===== config.mk =====
export PLATFORM = sky130hd
export DESIGN_NAME = bash_hash_arb
export DESIGN_NICKNAME = d
export VERILOG_FILES = /design/src/rtl/bash_hash_arb.sv
export SDC_FILE = /design/constraint.sdc
export NUM_CORES = 1
export LEC_CHECK = 0
export ABC_AREA = 1
export CORE_MARGIN = 5
export CORE_UTILIZATION = 53
export CTS_BUF_LIST = sky130_fd_sc_hd__clkbuf_8
export CTS_CLUSTER_SIZE = 16
export DETAILED_ROUTE_END_ITERATION = 8
export GPL_ROUTABILITY_DRIVEN = 0
export GPL_TIMING_DRIVEN = 0
export PLACE_DENSITY = 0.9
export SETUP_SLACK_MARGIN = 0.1
export SYNTH_ARGS = -nofsm -noshare
export SYNTH_HDL_FRONTEND = slang
export SYNTH_SLANG_ARGS = --single-unit

===== constraint.sdc =====
create_clock -name clk_i -period 1.8 [get_ports clk_i]
set_clock_uncertainty 0.15 [all_clocks]
set_input_delay 0.54 -clock clk_i [delete_from_list [all_inputs] [get_ports clk_i]]
set_output_delay 0.54 -clock clk_i [all_outputs]
set_load 0.02 [all_outputs]

===== src/rtl/bash_hash_arb.sv =====
// bash_hash_arb: round-robin arbiter with per-requester lock that shares one hash
// control unit between two requesters, issuing prep/start and watching for completion.
module bash_hash_arb #(
    parameter int TIMEOUT = 255,
    parameter int TW      = $clog2(TIMEOUT + 1)
) (
    input  logic       clk_i,
    input  logic       rst_ni,
    input  logic [1:0] job_valid_i,
    input  logic [1:0] job_prep_i,
    input  logic [1:0] lock_i,
    output logic [1:0] job_ready_o,
    output logic [1:0] done_o,
    output logic [1:0] err_o,
    output logic       owner_o,
    output logic       busy_o,
    output logic       prep_o,
    output logic       start_o,
    input  logic       active_i,
    input  logic       rdy_i
);
    typedef enum logic [2:0] {IDLE, ISSUE, WAIT, DONE, ERR} state_t;

    state_t        state_q, state_d;
    logic          owner_q, owner_d, last_q, last_d, lock_held_q, lock_held_d;
    logic          prep_q, prep_d, start_q, start_d, busy_q, busy_d;
    logic [1:0]    done_q, done_d, err_q, err_d;
    logic [TW-1:0] cnt_q, cnt_d;
    logic [1:0]    own_oh, elig;
    logic          lock_eff, grant, g;

    // A held lock survives only while its owner keeps lock_i asserted.
    assign own_oh      = owner_q ? 2'b10 : 2'b01;
    assign lock_eff    = lock_held_q & lock_i[owner_q];
    assign elig        = job_valid_i & (lock_eff ? own_oh : 2'b11);
    assign g           = (&elig) ? ~last_q : elig[1];
    assign grant       = (state_q == IDLE) & ~active_i & (|elig);
    assign job_ready_o = grant ? (g ? 2'b10 : 2'b01) : 2'b00;

    always_comb begin
        state_d     = state_q;
        owner_d     = owner_q;
        last_d      = last_q;
        lock_held_d = lock_held_q;
        cnt_d       = cnt_q;
        prep_d      = 1'b0;
        start_d     = 1'b0;
        done_d      = 2'b00;
        err_d       = 2'b00;
        case (state_q)
            IDLE: begin
                lock_held_d = lock_eff;
                if (grant) begin
                    owner_d = g;
                    prep_d  = job_prep_i[g];
                    start_d = ~job_prep_i[g];
                    state_d = ISSUE;
                end
            end
            ISSUE: begin
                cnt_d   = '0;
                state_d = WAIT;
            end
            WAIT: begin
                cnt_d = cnt_q + TW'(1);
                if (rdy_i) begin
                    done_d  = own_oh;
                    state_d = DONE;
                end else if (cnt_q == TW'(TIMEOUT - 1)) begin
                    err_d   = own_oh;
                    state_d = ERR;
                end
            end
            DONE: begin
                last_d      = owner_q;
                lock_held_d = lock_i[owner_q];
                state_d     = IDLE;
            end
            ERR: begin
                last_d      = owner_q;
                lock_held_d = 1'b0;
                state_d     = IDLE;
            end
            default: state_d = IDLE;
        endcase
        busy_d = (state_d != IDLE);
    end

    always_ff @(posedge clk_i or negedge rst_ni) begin
        if (!rst_ni) begin
            state_q     <= IDLE;
            owner_q     <= 1'b0;
            last_q      <= 1'b1;
            lock_held_q <= 1'b0;
            cnt_q       <= '0;
            prep_q      <= 1'b0;
            start_q     <= 1'b0;
            busy_q      <= 1'b0;
            done_q      <= 2'b00;
            err_q       <= 2'b00;
        end else begin
            state_q     <= state_d;
            owner_q     <= owner_d;
            last_q      <= last_d;
            lock_held_q <= lock_held_d;
            cnt_q       <= cnt_d;
            prep_q      <= prep_d;
            start_q     <= start_d;
            busy_q      <= busy_d;
            done_q      <= done_d;
            err_q       <= err_d;
        end
    end

    assign owner_o = owner_q;
    assign busy_o  = busy_q;
    assign prep_o  = prep_q;
    assign start_o = start_q;
    assign done_o  = done_q;
    assign err_o   = err_q;
endmodule

; Yosys cells after proc, flatten, opt, wreduce, memory -nomap -nowiden
; Index checks and enable logic that the tools add are counted.
; Widths: inputs -> output; s select.
[classes]
n_addsub = 1
n_bitwise = 7
n_reduce_logical = 8
muxes = 24
order_cmp = 2
n_eq_ne = 5
[op_table]
columns = op, n
row1 = $mux 2, 9
row2 = $pmux 8 s2, 1
row3 = $mux 1, 9
row4 = $mux 3, 3
row5 = $pmux 3 s3, 1
row6 = $add 8x1->8 const B, 1
row7 = $eq 8x8->1 const B, 1
row8 = $eq 3x2->1 const B, 2
row9 = $reduce_bool 3->1, 2
row10 = $lt 1x2->1 const B, 2
row11 = $reduce_and 2->1, 2
row12 = $reduce_or 2->1, 2
row13 = $and 1x1->1, 3
row14 = $eq 3x1->1 const B, 1
row15 = $eq 3x3->1 const B, 1
row16 = $logic_not 3->1, 1
row17 = $not 1->1, 3
row18 = $pmux 1 s3, 1
row19 = $and 2x2->2, 1
row20 = $reduce_bool 2->1, 1
[word_totals]
register_bits = 21
out_inout_bits = 10
word_cells = 57
in_bits = 10

; Logic depth before layout (Yosys ltp)
[depth]
word_depth = 12
mapped_depth = 8

; Worst setup path before layout
; Ideal clock, no wire load.
[synth_path]
kind = register to output
start = register owner_q, in the netlist owner_o
end = output job_ready_o[0]
slack_ns = -0.141
t_required_ns = 1.110
path_stages_with_launch = 7
arrival_time_ns = 1.251
n_path_buf = 0
path_cell_list = dfrtp_1 -> inv_2 -> nand3_2 -> nand2_2 -> nand2_1 -> nand2_2 -> a21oi_1
[synth_between]
elab_chain_len = 9
elab_cells_between_ends = 12
cone_classes = mux (7) / bitwise (3) / reduce/logical (2)
[synth_lines]
columns = element, line
row1 = from (decl), 25  ; logic owner_q, owner_d, last_q, last_d, lock_held_q, lock_held_d;
row2 = from (signal assigned), 103  ; owner_q <= owner_d;
row3 = $mux 1 (not written as such) (2 in series), 34  ; assign lock_eff = lock_held_q & lock_i[owner_q];
row4 = $and 1x1->1, 34
row5 = $mux 2 (*), 35  ; assign elig = job_valid_i & (lock_eff ? own_oh : 2'b11);
row6 = $and 2x2->2 (*), 35
row7 = $reduce_and 2->1, 36  ; assign g = (&elig) ? ~last_q : elig[1];
row8 = $mux 1, 36
row9 = $mux 2, 38  ; assign job_ready_o = grant ? (g ? 2'b10 : 2'b01) : 2'b00;
row10 = $mux 2 (*), 38
row11 = to (decl), 12  ; output logic [1:0] job_ready_o,
; Every way passes the cells marked *; elsewhere a longest branch is shown, timed or not. The select of a mux whose other input is x is not followed.

; Worst setup path after layout
[layout_path]
start = input active_i
end = output job_ready_o[0]
[layout_between]
elab_chain_len = 4
[layout_lines]
columns = element, line
row1 = from (decl), 19  ; input logic active_i,
row2 = $not 1->1, 37  ; assign grant = (state_q == IDLE) & ~active_i & (|elig);
row3 = $and 1x1->1 (2 in series), 37
row4 = $mux 2, 38
; Every way passes these cells.

==> impl_results.md <==
* Slew Limit Fails at 0
* Total negative slack at -0.381 ns
* Switch share at 0.414
* Failing checks: negative setup slack
* Seq pwr share at 0.356
* Synth Instances at 133
* Layout area overhead at 43.3%
* CP max-delay cell: clkdlybuf4s15_1
* Top cell types by occurrence after synthesis: nand2_1 (36), dfrtp_1 (20), nor2_1 (13)
* Largest net degree at the start of global routing at 22
* Post-synth EDFFs at 0
* Hold_buf cts at 0
* Initial core utilization at 0.552
* Filler cells at 129
* Slew at the pin with the worst max-slew slack at 0.930 ns
* Dpl cell area at 1340 um2
* Relative slew slack at 0.379
* Tot Pwr at 0.00198 W
* Layout cells sized above 1 at 0.326
* Startpoint types: primary input
* Fmax at 0.499 GHz
* Hold Violations, Final at 0
* YS warnings at 0
* Remaining global-route overflow at 0
* NumNets Final at 185
* Avg WL per Cell at 14.3 um
* Minimum clock period at 2.00 ns
* 1st-iter DRT viols at 24
* Worst EP arrival at 1.31 ns
* Worst-skew pair later-pin latency at 0.25 ns
* Peak supply drop at 1070 uV
* Antenna Nets Post-Route at 0
* Switching pwr at 0.000822 W
* Run status: finished with violations
* I/O pin count at 20
* FF+latch count, synth at 21
* Port bufs at 19
* Crit-path cells: clkdlybuf4s15_1 > nor3_4 > nand2_4 > a21oi_4 > buf_6
* CP max stage delay at 0.22 ns
* PD cells at 1290 nW/um2
* Syn_nets at 145
* Int Power at 0.00116 W
* Initial antenna violation count at 0
* Sink Count at 21
* HP Class: primary input to asynchronous set/reset pin
* TritonRoute pass-1 iters at 4
* First-pass GRT wire length at 4510 um
* Slack of the critical path at -0.205 ns
* Final Cycle Share at 1.11
* Ant. Diodes at 0
* Count leader, synth: nand2_1
* Endpoints failing setup at 2
* Setup crit end kind: primary output
* Vias in the first global route at 1038
* Share of Yosys cell area claimed by the top area cell type at 0.467
* Leakage at 0.760 nW
* Clock transition at the registers of the reported paths at 0.08 ns
* Routed vias/inst at 5.23
* Drt drc at 0
* Tot GR Track Use at 0.210
* TritonCTS buffer count at 3
* H-Tree Depth at 1
* Routed WL at 2850 um
* MaxCap Viol Count at 0
* Ys flop type: dfrtp_1
* Crit Path Class: primary input to primary output
* Mapped Area at 1070 um2
* Clock root cell: clkbuf_8
* Asr flop ratio synth at 1.00
* Register area share after synthesis at 0.492
* Synth cell types at 23
* Die X-Extent at 55.0 um
* DIE AREA at 3020 um2
* Synth top area cells: dfrtp_1 (47%), nand2_1 (13%), nand3_1 (5.1%)
* Detailed Place HPWL at 1820 um
* CTS tree: built
* Post-route cell area at 1540 um2
* Gate power share at 0.492
* Number of placement rows at 16
* CTS Buffer Depth at 2
* Die H at 55.0 um
* Syn avg cell area at 8.05 um2
* Worst endpoint required time at 1.11 ns
* Unrepaired setup endpoints after global routing: true
* Detailed-route via count at 1040
* Clock power share at 0.152
* Std-Cell Core Area at 1940 um2
* CP max FO at 4
* Yosys top cell by area: dfrtp_1
==> final cells by class <==
cell class | instances | area (um2) | area share
inverters | 17 | 68.8 | 0.0448
well taps | 27 | 33.8 | 0.0220
flip-flops and latches | 21 | 531 | 0.346
repair buffers | 35 | 285 | 0.186
clock buffers | 3 | 41.3 | 0.0269
multi-input cells | 95 | 571 | 0.372
clock inverters | 1 | 5.00 | 0.00326
==> cells by family after synthesis <==
| group | synth area share |
|---|---|
| buffers and inverters | 0.0596 |
| AND/OR/NAND/NOR | 0.332 |
| AO/OA/AOI/OAI | 0.0935 |
| adder cells (fa/ha/maj) | 0.0234 |
| flip-flops | 0.492 |
==> timing repair <==
action	CTS	global route
endpoints found under the setup margin	10	24
gates resized for setup	35	16
setup buffers	12	4
endpoints found under the hold margin	0	0
pin swaps	7	8
==> sequential cells by signal, indices dropped and copies added (netlist names) <==
signal	flops
last_q	1
start_o	1
err_o	2
prep_o	1
lock_held_q	1
done_o	2
state_q	3
busy_o	1
cnt_q	8
owner_o	1
==> worst paths after layout <==
path                       cells past startpoint  slack (ns)             end        from
min in group clk_i                             2        0.38          last_q      last_q
max                                            5       -0.20  job_ready_o[0]    active_i
max reg2reg                                    8        0.24        cnt_q[6]  state_q[1]
min reg2reg                                    2        0.38          last_q      last_q
max in group asynchronous                      1        0.60         owner_o      rst_ni
min                                            1        0.26        cnt_q[2]      rst_ni
==> power groups by stage <==
stage,logic (W),clock network (W),registers [W]
after floorplan,0.000433,0,0.000737
after global placement,0.000673,0,0.000705
after detailed placement,0.000702,0,0.000713
after CTS,0.000871,0.000312,0.000692
after global routing,0.00106,0.000331,0.000719
final,0.000977,0.000301,0.000705
==> critical path: cells and delay by family <==
| kind | cells | cell delay [ns] |
|---|---|---|
| buf+inv | 2 | 0.35 |
| simple gates | 2 | 0.31 |
| compound gates | 1 | 0.12 |
==> placed cells by master (no fill, tap or decap), types with 5 or more instances in the layout <==
master	instances
inv_2	5
o21ai_0	5
inv_1	10
nand2_4	5
dfrtp_1	17
nand2_1	33
dlygate4sd2_1	8
nor2_1	12
nand3_1	10
buf_4	16
==> layer usage <==
| layer | vias to the layer above | part of all wire | global-route usage |
|---|---|---|---|
| met4 | 0 | 0.041 | 0.0810 |
| li1 | 505 | - | - |
| met5 | - | 0 | 0 |
| met1 | 497 | 0.39 | 0.238 |
| met3 | 8 | 0.031 | 0.0429 |
| met2 | 30 | 0.54 | 0.384 |
==> metrics by stage <==
stage / setup slack, ns / hold slack (ns) / cells / utilization
final: -0.205 / 0.261 / 199 / 0.791
after CTS: -0.244 / 0.389 / 195 / 0.765
after global routing: -0.247 / 0.339 / 199 / 0.791
after floorplan: 0.0980 / 0.0944 / 133 / -
after global placement: -0.938 / 0.344 / 179 / 0.689
after detailed placement: -0.948 / 0.365 / 179 / 0.689
Note: power is estimated with default switching activity, not from simulation.
